$ cat src/rtl/mips_mc_pkg.sv
// rtl/mips_mc_pkg.sv - shared state, opcode and control-code definitions for mips_mc_ctrl
package mips_mc_pkg;

    typedef enum logic [3:0] {
        FETCH   = 4'd0,
        DECODE  = 4'd1,
        MEMADR  = 4'd2,
        MEMRD   = 4'd3,
        MEMWB   = 4'd4,
        MEMWR   = 4'd5,
        RTYPEEX = 4'd6,
        ALUWB   = 4'd7,
        BEQEX   = 4'd8,
        BNEEX   = 4'd9,
        ADDIEX  = 4'd10,
        ORIEX   = 4'd11,
        IMMWB   = 4'd12,
        JEX     = 4'd13,
        TRAP    = 4'd14
    } state_t;

    localparam logic [5:0] OP_LW    = 6'b100011;
    localparam logic [5:0] OP_SW    = 6'b101011;
    localparam logic [5:0] OP_RTYPE = 6'b000000;
    localparam logic [5:0] OP_BEQ   = 6'b000100;
    localparam logic [5:0] OP_BNE   = 6'b000101;
    localparam logic [5:0] OP_ADDI  = 6'b001000;
    localparam logic [5:0] OP_ORI   = 6'b001101;
    localparam logic [5:0] OP_J     = 6'b000010;

    localparam logic [1:0] ALUOP_ADD   = 2'b00;
    localparam logic [1:0] ALUOP_SUB   = 2'b01;
    localparam logic [1:0] ALUOP_FUNCT = 2'b10;
    localparam logic [1:0] ALUOP_OR    = 2'b11;

    localparam logic [1:0] PCSRC_ALU    = 2'b00;
    localparam logic [1:0] PCSRC_ALUOUT = 2'b01;
    localparam logic [1:0] PCSRC_JUMP   = 2'b10;

    localparam logic [1:0] BR_NONE = 2'b00;
    localparam logic [1:0] BR_EQ   = 2'b01;
    localparam logic [1:0] BR_NE   = 2'b10;

    function automatic logic is_wait_state(input state_t s);
        return (s == FETCH) || (s == MEMRD) || (s == MEMWR);
    endfunction

    function automatic logic is_legal_op(input logic [5:0] op);
        return (op == OP_LW) || (op == OP_SW) || (op == OP_RTYPE) || (op == OP_BEQ) ||
               (op == OP_BNE) || (op == OP_ADDI) || (op == OP_ORI) || (op == OP_J);
    endfunction

endpackage

$ cat src/rtl/mc_wait_cnt.sv
// rtl/mc_wait_cnt.sv - wait-state counter; done while count equals target, saturates there
module mc_wait_cnt #(
    parameter int WAIT_W = 4
) (
    input  logic              clk,
    input  logic              reset,
    input  logic              clear,
    input  logic [WAIT_W-1:0] target,
    output logic              done
);

    logic [WAIT_W-1:0] cnt_q;
    logic [WAIT_W-1:0] cnt_d;

    assign done = (cnt_q == target);

    always_comb begin
        cnt_d = cnt_q;
        if (clear) begin
            cnt_d = '0;
        end else if (!done) begin
            cnt_d = cnt_q + 1'b1;
        end
    end

    always_ff @(posedge clk or posedge reset) begin
        if (reset) begin
            cnt_q <= '0;
        end else begin
            cnt_q <= cnt_d;
        end
    end

endmodule

$ cat src/rtl/mips_mc_ctrl.sv
// rtl/mips_mc_ctrl.sv - multicycle MIPS control FSM with memory wait states
// Optional illegal-opcode trap state enabled by macro MC_CTRL_TRAP_EN.
module mips_mc_ctrl
    import mips_mc_pkg::*;
#(
    parameter int MEM_WAIT = 0,
    parameter int WAIT_W   = 4
) (
    input  logic       clk,
    input  logic       reset,
    input  logic [5:0] op,
    output logic       pcwrite,
    output logic       irwrite,
    output logic       regwrite,
    output logic       memwrite,
    output logic       iord,
    output logic       alusrca,
    output logic       regdst,
    output logic       memtoreg,
    output logic       zeroext,
    output logic [1:0] alusrcb,
    output logic [1:0] pcsrc,
    output logic [1:0] aluop,
    output logic [1:0] branch,
    output logic [3:0] state,
    output logic       instr_done,
    output logic       trap
);

    localparam logic [WAIT_W-1:0] WAIT_TGT = WAIT_W'(MEM_WAIT);

    state_t state_q;
    state_t state_d;
    logic   wait_done;
    logic   cnt_clear;

    // Counter restarts whenever the state changes and idles outside wait states.
    assign cnt_clear = (state_d != state_q) || !is_wait_state(state_q);

    mc_wait_cnt #(
        .WAIT_W(WAIT_W)
    ) u_wait_cnt (
        .clk   (clk),
        .reset (reset),
        .clear (cnt_clear),
        .target(WAIT_TGT),
        .done  (wait_done)
    );

    always_ff @(posedge clk or posedge reset) begin
        if (reset) begin
            state_q <= FETCH;
        end else begin
            state_q <= state_d;
        end
    end

    always_comb begin
        state_d = state_q;
        case (state_q)
            FETCH:   if (wait_done) state_d = DECODE;
            DECODE: begin
                case (op)
                    OP_LW, OP_SW: state_d = MEMADR;
                    OP_RTYPE:     state_d = RTYPEEX;
                    OP_BEQ:       state_d = BEQEX;
                    OP_BNE:       state_d = BNEEX;
                    OP_ADDI:      state_d = ADDIEX;
                    OP_ORI:       state_d = ORIEX;
                    OP_J:         state_d = JEX;
`ifdef MC_CTRL_TRAP_EN
                    default:      state_d = TRAP;
`else
                    default:      state_d = FETCH;
`endif
                endcase
            end
            MEMADR:  state_d = (op == OP_LW) ? MEMRD : MEMWR;
            MEMRD:   if (wait_done) state_d = MEMWB;
            MEMWB:   state_d = FETCH;
            MEMWR:   if (wait_done) state_d = FETCH;
            RTYPEEX: state_d = ALUWB;
            ALUWB:   state_d = FETCH;
            BEQEX:   state_d = FETCH;
            BNEEX:   state_d = FETCH;
            ADDIEX:  state_d = IMMWB;
            ORIEX:   state_d = IMMWB;
            IMMWB:   state_d = FETCH;
            JEX:     state_d = FETCH;
`ifdef MC_CTRL_TRAP_EN
            TRAP:    state_d = TRAP;
`else
            TRAP:    state_d = FETCH;
`endif
            default: state_d = FETCH;
        endcase
    end

    assign state = state_q;

    always_comb begin
        pcwrite    = 1'b0;
        irwrite    = 1'b0;
        regwrite   = 1'b0;
        memwrite   = 1'b0;
        iord       = 1'b0;
        alusrca    = 1'b0;
        regdst     = 1'b0;
        memtoreg   = 1'b0;
        zeroext    = 1'b0;
        alusrcb    = 2'b00;
        pcsrc      = PCSRC_ALU;
        aluop      = ALUOP_ADD;
        branch     = BR_NONE;
        instr_done = 1'b0;
        trap       = 1'b0;
        case (state_q)
            FETCH: begin
                alusrcb = 2'b01;
                // With MEM_WAIT=0 the counter reads done while reset holds it, so mask the strobes.
                pcwrite = wait_done && !reset;
                irwrite = wait_done && !reset;
            end
            DECODE: begin
                alusrcb = 2'b11;
`ifndef MC_CTRL_TRAP_EN
                instr_done = !is_legal_op(op);
`endif
            end
            MEMADR: begin
                alusrca = 1'b1;
                alusrcb = 2'b10;
            end
            MEMRD:   iord = 1'b1;
            MEMWB: begin
                memtoreg   = 1'b1;
                regwrite   = 1'b1;
                instr_done = 1'b1;
            end
            MEMWR: begin
                iord       = 1'b1;
                memwrite   = 1'b1;
                instr_done = wait_done;
            end
            RTYPEEX: begin
                alusrca = 1'b1;
                aluop   = ALUOP_FUNCT;
            end
            ALUWB: begin
                regdst     = 1'b1;
                regwrite   = 1'b1;
                instr_done = 1'b1;
            end
            BEQEX, BNEEX: begin
                alusrca    = 1'b1;
                aluop      = ALUOP_SUB;
                pcsrc      = PCSRC_ALUOUT;
                branch     = (state_q == BEQEX) ? BR_EQ : BR_NE;
                instr_done = 1'b1;
            end
            ADDIEX: begin
                alusrca = 1'b1;
                alusrcb = 2'b10;
                aluop   = ALUOP_ADD;
            end
            ORIEX: begin
                alusrca = 1'b1;
                alusrcb = 2'b10;
                aluop   = ALUOP_OR;
                zeroext = 1'b1;
            end
            IMMWB: begin
                regwrite   = 1'b1;
                instr_done = 1'b1;
            end
            JEX: begin
                pcsrc      = PCSRC_JUMP;
                pcwrite    = 1'b1;
                instr_done = 1'b1;
            end
            TRAP: begin
`ifdef MC_CTRL_TRAP_EN
                trap = 1'b1;
`endif
            end
            default: ;
        endcase
    end

endmodule

$ cat config.mk
export PLATFORM = sky130hd
export DESIGN_NAME = mips_mc_ctrl
export DESIGN_NICKNAME = d
export VERILOG_FILES = /design/src/rtl/mips_mc_pkg.sv /design/src/rtl/mc_wait_cnt.sv /design/src/rtl/mips_mc_ctrl.sv
export SDC_FILE = /design/constraint.sdc
export NUM_CORES = 1
export LEC_CHECK = 0
export CORE_MARGIN = 1
export CORE_UTILIZATION = 40
export DETAILED_ROUTE_END_ITERATION = 8
export PLACE_DENSITY = 0.76
export SLEW_MARGIN = 0
export SYNTH_ARGS = -nofsm -noshare
export SYNTH_HDL_FRONTEND = slang
export SYNTH_HIERARCHICAL = 1
export SYNTH_SLANG_ARGS = --single-unit
$ cat constraint.sdc
create_clock -name clk -period 2.8 [get_ports clk]
set_input_delay 0.56 -clock clk [delete_from_list [all_inputs] [get_ports clk]]
set_output_delay 0.56 -clock clk [all_outputs]
set_load 0.05 [all_outputs]
# After elaboration in Yosys (flattened, before gate mapping)
# Cells that the tools add are included.
dict set report totals {
  inputBits 8
  reg_bits 8
  wordCells 73
}
dict set report classes {
  n_mux 23
  n_reduce_logical 25
  eq_ne 22
  add_sub_neg 1
}
# operator n
set op_table {}
lappend op_table {{case mux 4 bit (7 select lines)} 2}
lappend op_table {{equality test 4 bit (second input constant)} 6}
lappend op_table {{two-way mux 4 bit} 5}
lappend op_table {{equality test 4 x 3 -> 1 bit (second input constant)} 4}
lappend op_table {{equality test 6 x 3 -> 1 bit (second input constant)} 2}
lappend op_table {{equality test 6 x 4 -> 1 bit (second input constant)} 2}
lappend op_table {{equality test 6 bit (second input constant)} 2}
lappend op_table {{case mux 2 bit (3 select lines)} 2}
lappend op_table {{OR reduction 6 bit} 2}
lappend op_table {{logical OR 1 bit} 10}
lappend op_table {{equality test 4 x 2 -> 1 bit (second input constant)} 2}
lappend op_table {{zero test 4 bit} 2}
lappend op_table {{two-way mux 1 bit} 8}
lappend op_table {{OR reduction 2 bit} 4}
lappend op_table {{equality test 6 x 2 -> 1 bit (second input constant)} 1}
lappend op_table {{zero test 6 bit} 1}
lappend op_table {{OR reduction 3 bit} 2}
lappend op_table {{adder 4 x 1 -> 4 bit (second input constant)} 1}
lappend op_table {{equality test 4 x 1 -> 1 bit (second input constant)} 1}
lappend op_table {{two-way mux 2 bit} 2}
lappend op_table {{!= test 4 bit} 1}
lappend op_table {{case mux 2 bit (2 select lines)} 1}
lappend op_table {{zero test 1 bit} 3}
lappend op_table {{two-way mux 3 bit} 1}
lappend op_table {{other kinds (4)} 4}

# Logic depth before layout (Yosys ltp)
# Gate-level depths: netlist (run 1).
dict set report logic_depth {
  depth_word 10
  ltp_mapped 6
}

# Cells and area by module
# The synthesis (run 1) kept the hierarchy.
# mod n_inst area_each_um2 cells_per_inst
set by_module_without_submodules {}
lappend by_module_without_submodules {mips_mc_ctrl 1 623.1 95}
lappend by_module_without_submodules {mc_wait_cnt 1 240.2 23}

# Worst setup path before layout (run 1)
# Ideal clock, no wire load.
dict set report synth_path {
  kind {register to output}
  start {register u_wait_cnt.cnt_q[1]}
  end {output port irwrite}
  required_time_ps 2240
  slack_ps -423
  n_path_buf 0
  path_stages_with_launch 5
  arrival_time_ps 2663
  path_cell_list {dfrtp_1 xor2_1 nor4_4 or4b_1 nor3_1}
}
dict set report synth_between {
  elab_chain_cells 3
}
# item line
set synth_lines {}
lappend synth_lines {{start: declaration} mc_wait_cnt.sv:12} ;# logic [WAIT_W-1:0] cnt_q;
lappend synth_lines {{start signal: assignment} mc_wait_cnt.sv:30} ;# cnt_q <= cnt_d;
lappend synth_lines {{zero test 4 bit} mc_wait_cnt.sv:15} ;# assign done = (cnt_q == target);
lappend synth_lines {{via wait_done} mips_mc_ctrl.sv:34} ;# logic wait_done;
lappend synth_lines {{logical AND 1 bit} mips_mc_ctrl.sv:122} ;# irwrite = wait_done && !reset;
lappend synth_lines {{two-way mux 1 bit} mips_mc_ctrl.sv:117} ;# case (state_q)
lappend synth_lines {{end: declaration} mips_mc_ctrl.sv:13} ;# output logic irwrite,
# The timed path passes the listed nets, and every way through them passes these cells.

# Worst setup path after layout (run 1)
dict set report layout_path {
  start {input port op[1]}
  end {output port instr_done}
}
dict set report layout_between {
  elab_chain_cells 10
  word_cells_on_any_way 17
  classes_between {eq/ne (7); mux (1); reduce/logical (9)}
}
# item line
set layout_lines {}
lappend layout_lines {{start: declaration} mips_mc_ctrl.sv:11} ;# input logic [5:0] op,
lappend layout_lines {{equality test 6 bit} mips_mc_pkg.sv:49} ;# return (op == OP_LW) || (op == OP_SW) || (op == OP_RTYPE) || (op == OP_BEQ) ||
lappend layout_lines {{logical OR 1 bit (4 in series)} mips_mc_pkg.sv:49}
lappend layout_lines {{logical OR 1 bit (2 in series)} mips_mc_pkg.sv:50} ;# (op == OP_BNE) || (op == OP_ADDI) || (op == OP_ORI) || (op == OP_J);
lappend layout_lines {{logical OR 1 bit (*)} mips_mc_pkg.sv:50}
lappend layout_lines {{zero test 1 bit (*)} mips_mc_ctrl.sv:127} ;# instr_done = !is_legal_op(op);
lappend layout_lines {{case mux 1 bit (3 select lines) (*)} mips_mc_ctrl.sv:117}
lappend layout_lines {{end: declaration} mips_mc_ctrl.sv:26} ;# output logic instr_done,
# Every way passes the cells marked *; elsewhere a longest branch is shown, timed or not.

==> results of run 1 <==
[power by group]
group          switching, W  total (W)  internal (W)
combinational      0.000256   0.000421      0.000165
clock             0.0000387  0.0000877     0.0000490
sequential        0.0000420   0.000191      0.000149
total              0.000336   0.000700      0.000363
[repair_timing]
item	CTS	global route
resized for setup	0	1
setup endpoints to repair	0	2
setup buffers	0	0
[cell families (layout without fill, tap and decap cells)]
group	count (synthesis)	count (layout)	share of synthesized area [%]
other cells	1	5	0.434
mux	1	1	1.16
compound gates	30	30	22.9
flops	8	8	23.2
buf+inv	15	47	7.97
xor+xnor	9	9	9.13
fa+ha+maj	1	1	1.45
simple gates	53	53	33.8
[flip-flops by register name, indices dropped and copies added, names as in the netlist]
name / cells
state: 4
u_wait_cnt/cnt_q: 4
[metal layers]
layer / wire length, um / GRT usage [%]
met5: 0 / 0
met4: 0 / 4.41
met3: 88 / 4.09
met2: 1100 / 36.9
met1: 933 / 22.9
[cell type report]
cell class	count	area share, %
well taps	27	2.67
clock buffers	3	1.78
inverters	6	1.78
flip-flops and latches	8	15.8
multi-input cells	99	49.4
repair buffers	38	28.6
[cell usage after synthesis (2+ instances only)]
cell      count  area share (%)
or3_1         5             3.6
o21ai_0       7             4.1
nand3b_1      2             1.7
nor3_1        7             4.1
dfrtp_1       8              23
o21a_1        2             1.7
nor2_1       18             7.8
clkbuf_1      5             2.2
nand2b_1      4             2.9
a21oi_1       6             3.5
nand2_1       3             1.3
inv_1         6             2.6
nor2b_1       3             2.2
xnor2_1       3             3.0
o22ai_1       4             2.9
nand3_1       5             2.9
xor2_1        6             6.1
[per-stage QoR]
stage	hold WS [ns]	setup WS [ns]	power (W)	TNS [ns]	utilization [%]
after floorplan	0.326	-0.00674	0.000489	-0.00674	-
after global placement	0.551	0.103	0.000597	0	62.0
after detailed placement	0.576	0.0506	0.000614	0	62.0
after CTS	0.542	0.0477	0.000706	0	63.1
after global routing	0.567	0.00577	0.000763	0	63.3
final	0.548	0.0834	0.000700	0	63.3
[placed cells by master, fill, tap and decap left out, drive strengths merged]
| cell | n |
|---|---|
| o21a | 2 |
| xnor2 | 3 |
| a21bo | 1 |
| o22ai | 4 |
| ha | 1 |
| buf | 17 |
| a22oi | 1 |
| a21boi | 1 |
| or4 | 1 |
| dfrtp | 8 |
| o31ai | 1 |
| clkbuf | 3 |
| clkdlybuf4s50 | 21 |
| nand3 | 5 |
| o21ai | 7 |
| a221oi | 1 |
| nand3b | 2 |
| and2 | 1 |
| a31oi | 1 |
| inv | 6 |
| o211ai | 1 |
| nor3 | 7 |
| o32ai | 1 |
| nand2 | 3 |
| nor4 | 1 |
| a21oi | 6 |
| and3 | 1 |
| or4b | 1 |
| nor3b | 1 |
| nor2b | 3 |
| xor2 | 6 |
| mux2i | 1 |
| nand2b | 4 |
| nor2 | 18 |
| conb | 5 |
| or3 | 5 |
| a211o | 1 |
| a211oi | 2 |
[worst max-delay path by stage]
stage                       to  slack [ns]
CTS                 instr_done        0.05
finish              instr_done        0.08
global route        instr_done       0.006
global placement    instr_done        0.10
detailed placement  instr_done        0.05
floorplan              irwrite      -0.007
==> flow_summary.ini, run 1 <==
[global_routing]
overflow = 0
grt_first_pass_wirelength_um = 3700
first_global_vias = 891
grt_max_degree = 19
antenna_found_initial = 0
grtUsageTotal_pct = 19.7

[setup_path]
cp-end-kind = output port
crit_family = simple AND/OR/NAND/NOR gates
worstPathArrival_ns = 2.16
reg2reg_from = u_wait_cnt/cnt_q[1]
crit_required_ns = 2.24
crit_slowest_cell = or4_4
worst-path-buf-inv = 2
slowest_delay_ns = 0.54
cp_cell_sequence = clkdlybuf4s50_1 -> or4_4 -> a211oi_2 -> nor2_1 -> a21bo_1 -> buf_4
reg2reg_depth = 6
worst_r2r_endpoint = state[0]
startpoint = op[1]
crit_fanout = 2
path_class = in2out
r2r_setup_slack_ns = 0.99
crit_cells = 6
cp-start-kind = input port

[pwr]
ir_worst_vdd_uv = 466
cellPowerDensity_nw_per_um2 = 552
p_leak_nw = 0.536

[yosys]
synth_seq_cells = 8
ys_warn_count = 6
async_reset_ff_share_pct = 100
synth_edf_count = 0
synthFlopType = dfrtp_1
yosysSeqAreaShare_pct = 23.2
syn_avg_cell_area_um2 = 7.32
yosysUniqueCellTypes = 41
netlist_area_um2 = 863
synthCells = 118

[final_layout]
synthToLayoutAreaGrowth_pct = 46.8
fillers = 190
regArea_um2 = 200
stdcell_count = 181
nNetsFinal = 165
drive_gt1_share_pct = 17.5
stdcell_area_um2 = 1270
multiInputGateArea_um2 = 626
antenna_cells = 0

[min_path]
min_path_type = in2async

[placed_design]
io_buffers = 29
hpwl_um = 1660
place_area_um2 = 1240
placed_cells = 178
gp_congestion = 0.739

[drt]
initialDrtViolationCount = 16
wire_per_inst_um = 11.7
drc = 0
drtPass1Iterations = 7
postRouteAntennaNets = 0
viasPerCell = 5.30
routed_wl_um = 2120
via_count = 960

[clocking]
cts_tree = yes
clock_path_buffers = 2
htreeDepth = 1
cts_num_sinks = 8
clockRootBuffer = clkbuf_4
cts_hold_buf = 0
path_clk_slew_ns = 0.06
cts_made_buffers = 3
clk_latency_ns = 0.26

[floorplanning]
dieArea_um2 = 2350
ios = 31
placeableCoreArea_um2 = 2000
die_h_um = 48.5
die_x_um = 48.5
initial_core_util_pct = 43.1
rows = 16

[sta]
setup_viol = 0
fmax_mhz = 368
slew_viol_final = 0
final_hold_viol_count = 0
min_period_over_period_pct = 97.0
rsz0062_at_grt = false
tightest_slew_ns = 0.514
relSlewSlack_pct = 65.8
clock_skew_ns = 0.00941
fin_crit_ns = 2.72

[run_status]
status = finished, final reports clean

[flow_run]
maxCapViolCount = 0
Power figures use the tool's default switching activity.
==> run 2, diff against run 1 <==
--- a/config.mk
+++ b/config.mk
@@ -8,6 +8,7 @@
 export CORE_MARGIN = 1
 export CORE_UTILIZATION = 40
 export DETAILED_ROUTE_END_ITERATION = 8
+export MAX_ROUTING_LAYER = met4
 export PLACE_DENSITY = 0.76
 export SLEW_MARGIN = 0
 export SYNTH_ARGS = -nofsm -noshare
==> run 2 against run 1 <==
Sequential cell count unchanged. Sequential power hardly changed. Routed wire length barely moved. Global-route usage up 0.57 points. Setup slack about the same. Critical path depth unchanged. Clock power hardly changed. Register-to-register slack is essentially flat. First-iteration DRC count is the same.
==> flow_summary.ini, run 2 (synthesis results as in run 1) <==
[sta]
final_hold_viol_count = 0
setup_slack_ns = 0.0834
slew_viol_final = 0
tightest_slew_ns = 0.505
relSlewSlack_pct = 66.3
fmax_mhz = 368
fin_setup_tns_ns = 0
rsz0062_at_grt = false
min_period_over_period_pct = 97.0
setup_viol = 0
clock_skew_ns = 0.00944
fin_crit_ns = 2.72

[floorplanning]
placeableCoreArea_um2 = 2000
die_x_um = 48.5
initial_core_util_pct = 43.1
die_h_um = 48.5
dieArea_um2 = 2350
rows = 16
ios = 31

[pwr]
p_leak_nw = 0.536
ir_worst_vdd_uv = 467
p_total_w = 0.000701
cellPowerDensity_nw_per_um2 = 553

[setup_path]
cp-end-kind = output port
crit_fanout = 2
crit_required_ns = 2.24
path_class = in2out
worstPathArrival_ns = 2.16
cp-start-kind = input port

[clocking]
cts_tree = yes
clk_latency_ns = 0.26
post-cts-setup-buffers = 0
cts_made_buffers = 3
htreeDepth = 1
path_clk_slew_ns = 0.06
cts_num_sinks = 8
clock_path_buffers = 2
clockRootBuffer = clkbuf_4

[drt]
top_layer = met3
drtPass1Iterations = 6
wire_per_inst_um = 11.7
viasPerCell = 5.40
wirelength_met1_um = 911
initialDrtViolationCount = 16
postRouteAntennaNets = 0
wl_met3_um = 113
routed_wl_um = 2120
via_count = 977
drc = 0
wl_met2_um = 1100

[min_path]
min_path_type = in2async

[placed_design]
hpwl_um = 1660
place_area_um2 = 1240
gp_congestion = 0.748
io_buffers = 29
post-place-ws_ns = 0.0506

[final_layout]
final_cell_mix = clkdlybuf4s50_1, nor2_1, buf_4, dfrtp_1, o21ai_0
utilization_pct = 63.3
stdcell_area_um2 = 1270
synthToLayoutAreaGrowth_pct = 46.8
nNetsFinal = 165
antenna_cells = 0
drive_gt1_share_pct = 17.5
layout_commonest_cell = clkdlybuf4s50_1

[global_routing]
grt_max_degree = 19
antenna_found_initial = 0
overflow = 0
grt_first_pass_wirelength_um = 3690
first_global_vias = 894
grtUsageTotal_pct = 20.3

[run_status]
status = finished, final reports clean

[flow_run]
maxCapViolCount = 0
==> run 2: final timing paths <==
| path | from | to | slack (ns) | cells after the start |
|---|---|---|---|---|
| worst min-delay path | reset | u_wait_cnt/cnt_q[2] | 0.55 | 2 |
| worst max register to register | u_wait_cnt/cnt_q[1] | state[0] | 0.99 | 6 |
| worst min register to register | u_wait_cnt/cnt_q[3] | u_wait_cnt/cnt_q[3] | 0.58 | 2 |
| worst max-delay path | op[1] | instr_done | 0.08 | 6 |
| min in group clk | u_wait_cnt/cnt_q[3] | u_wait_cnt/cnt_q[3] | 0.58 | 2 |
| max in group asynchronous | reset | state[1] | 2.09 | 2 |
==> run 2: area by class of cell <==
class,instances,area (um2)
fillers,190,734
multi-input cells,99,626
repair buffers,38,363
flip-flops and latches,8,200
well taps,27,33.8
clock buffers,3,22.5
inverters,6,22.5
==> run 2: repair_timing <==
action	4_1_cts	5_1_grt
gates resized for setup	0	1
endpoints found under the setup margin	0	2
endpoints found under the hold margin	0	0
hold buffers	0	0
==> run 2: metrics by stage <==
step	hold WS (ns)	instances
after floorplan	0.326	122
after global placement	0.551	178
after detailed placement	0.576	178
after CTS	0.542	181
after global routing	0.567	181
final	0.547	181
==> run 2: routing by layer <==
metal / global-route usage (%) / up-vias
met5: - / -
met4: 4.41 / 0
met3: 4.09 / 0
met2: 36.9 / 34
met1: 22.9 / 454
li1: - / 489
==> run 2: worst max-delay path: stages <==
cell and delay, ns:
clkdlybuf4s50_1 0.42, or4_4 0.54, a211oi_2 0.19, nor2_1 0.06, a21bo_1 0.19, buf_4 0.18
==> run 2: report_power, final <==
part / total (W) / switching [W] / internal (W)
logic: 0.000421 / 0.000256 / 0.000165
clock network: 0.0000878 / 0.0000388 / 0.0000490
registers: 0.000192 / 0.0000423 / 0.000149
total: 0.000701 / 0.000337 / 0.000363
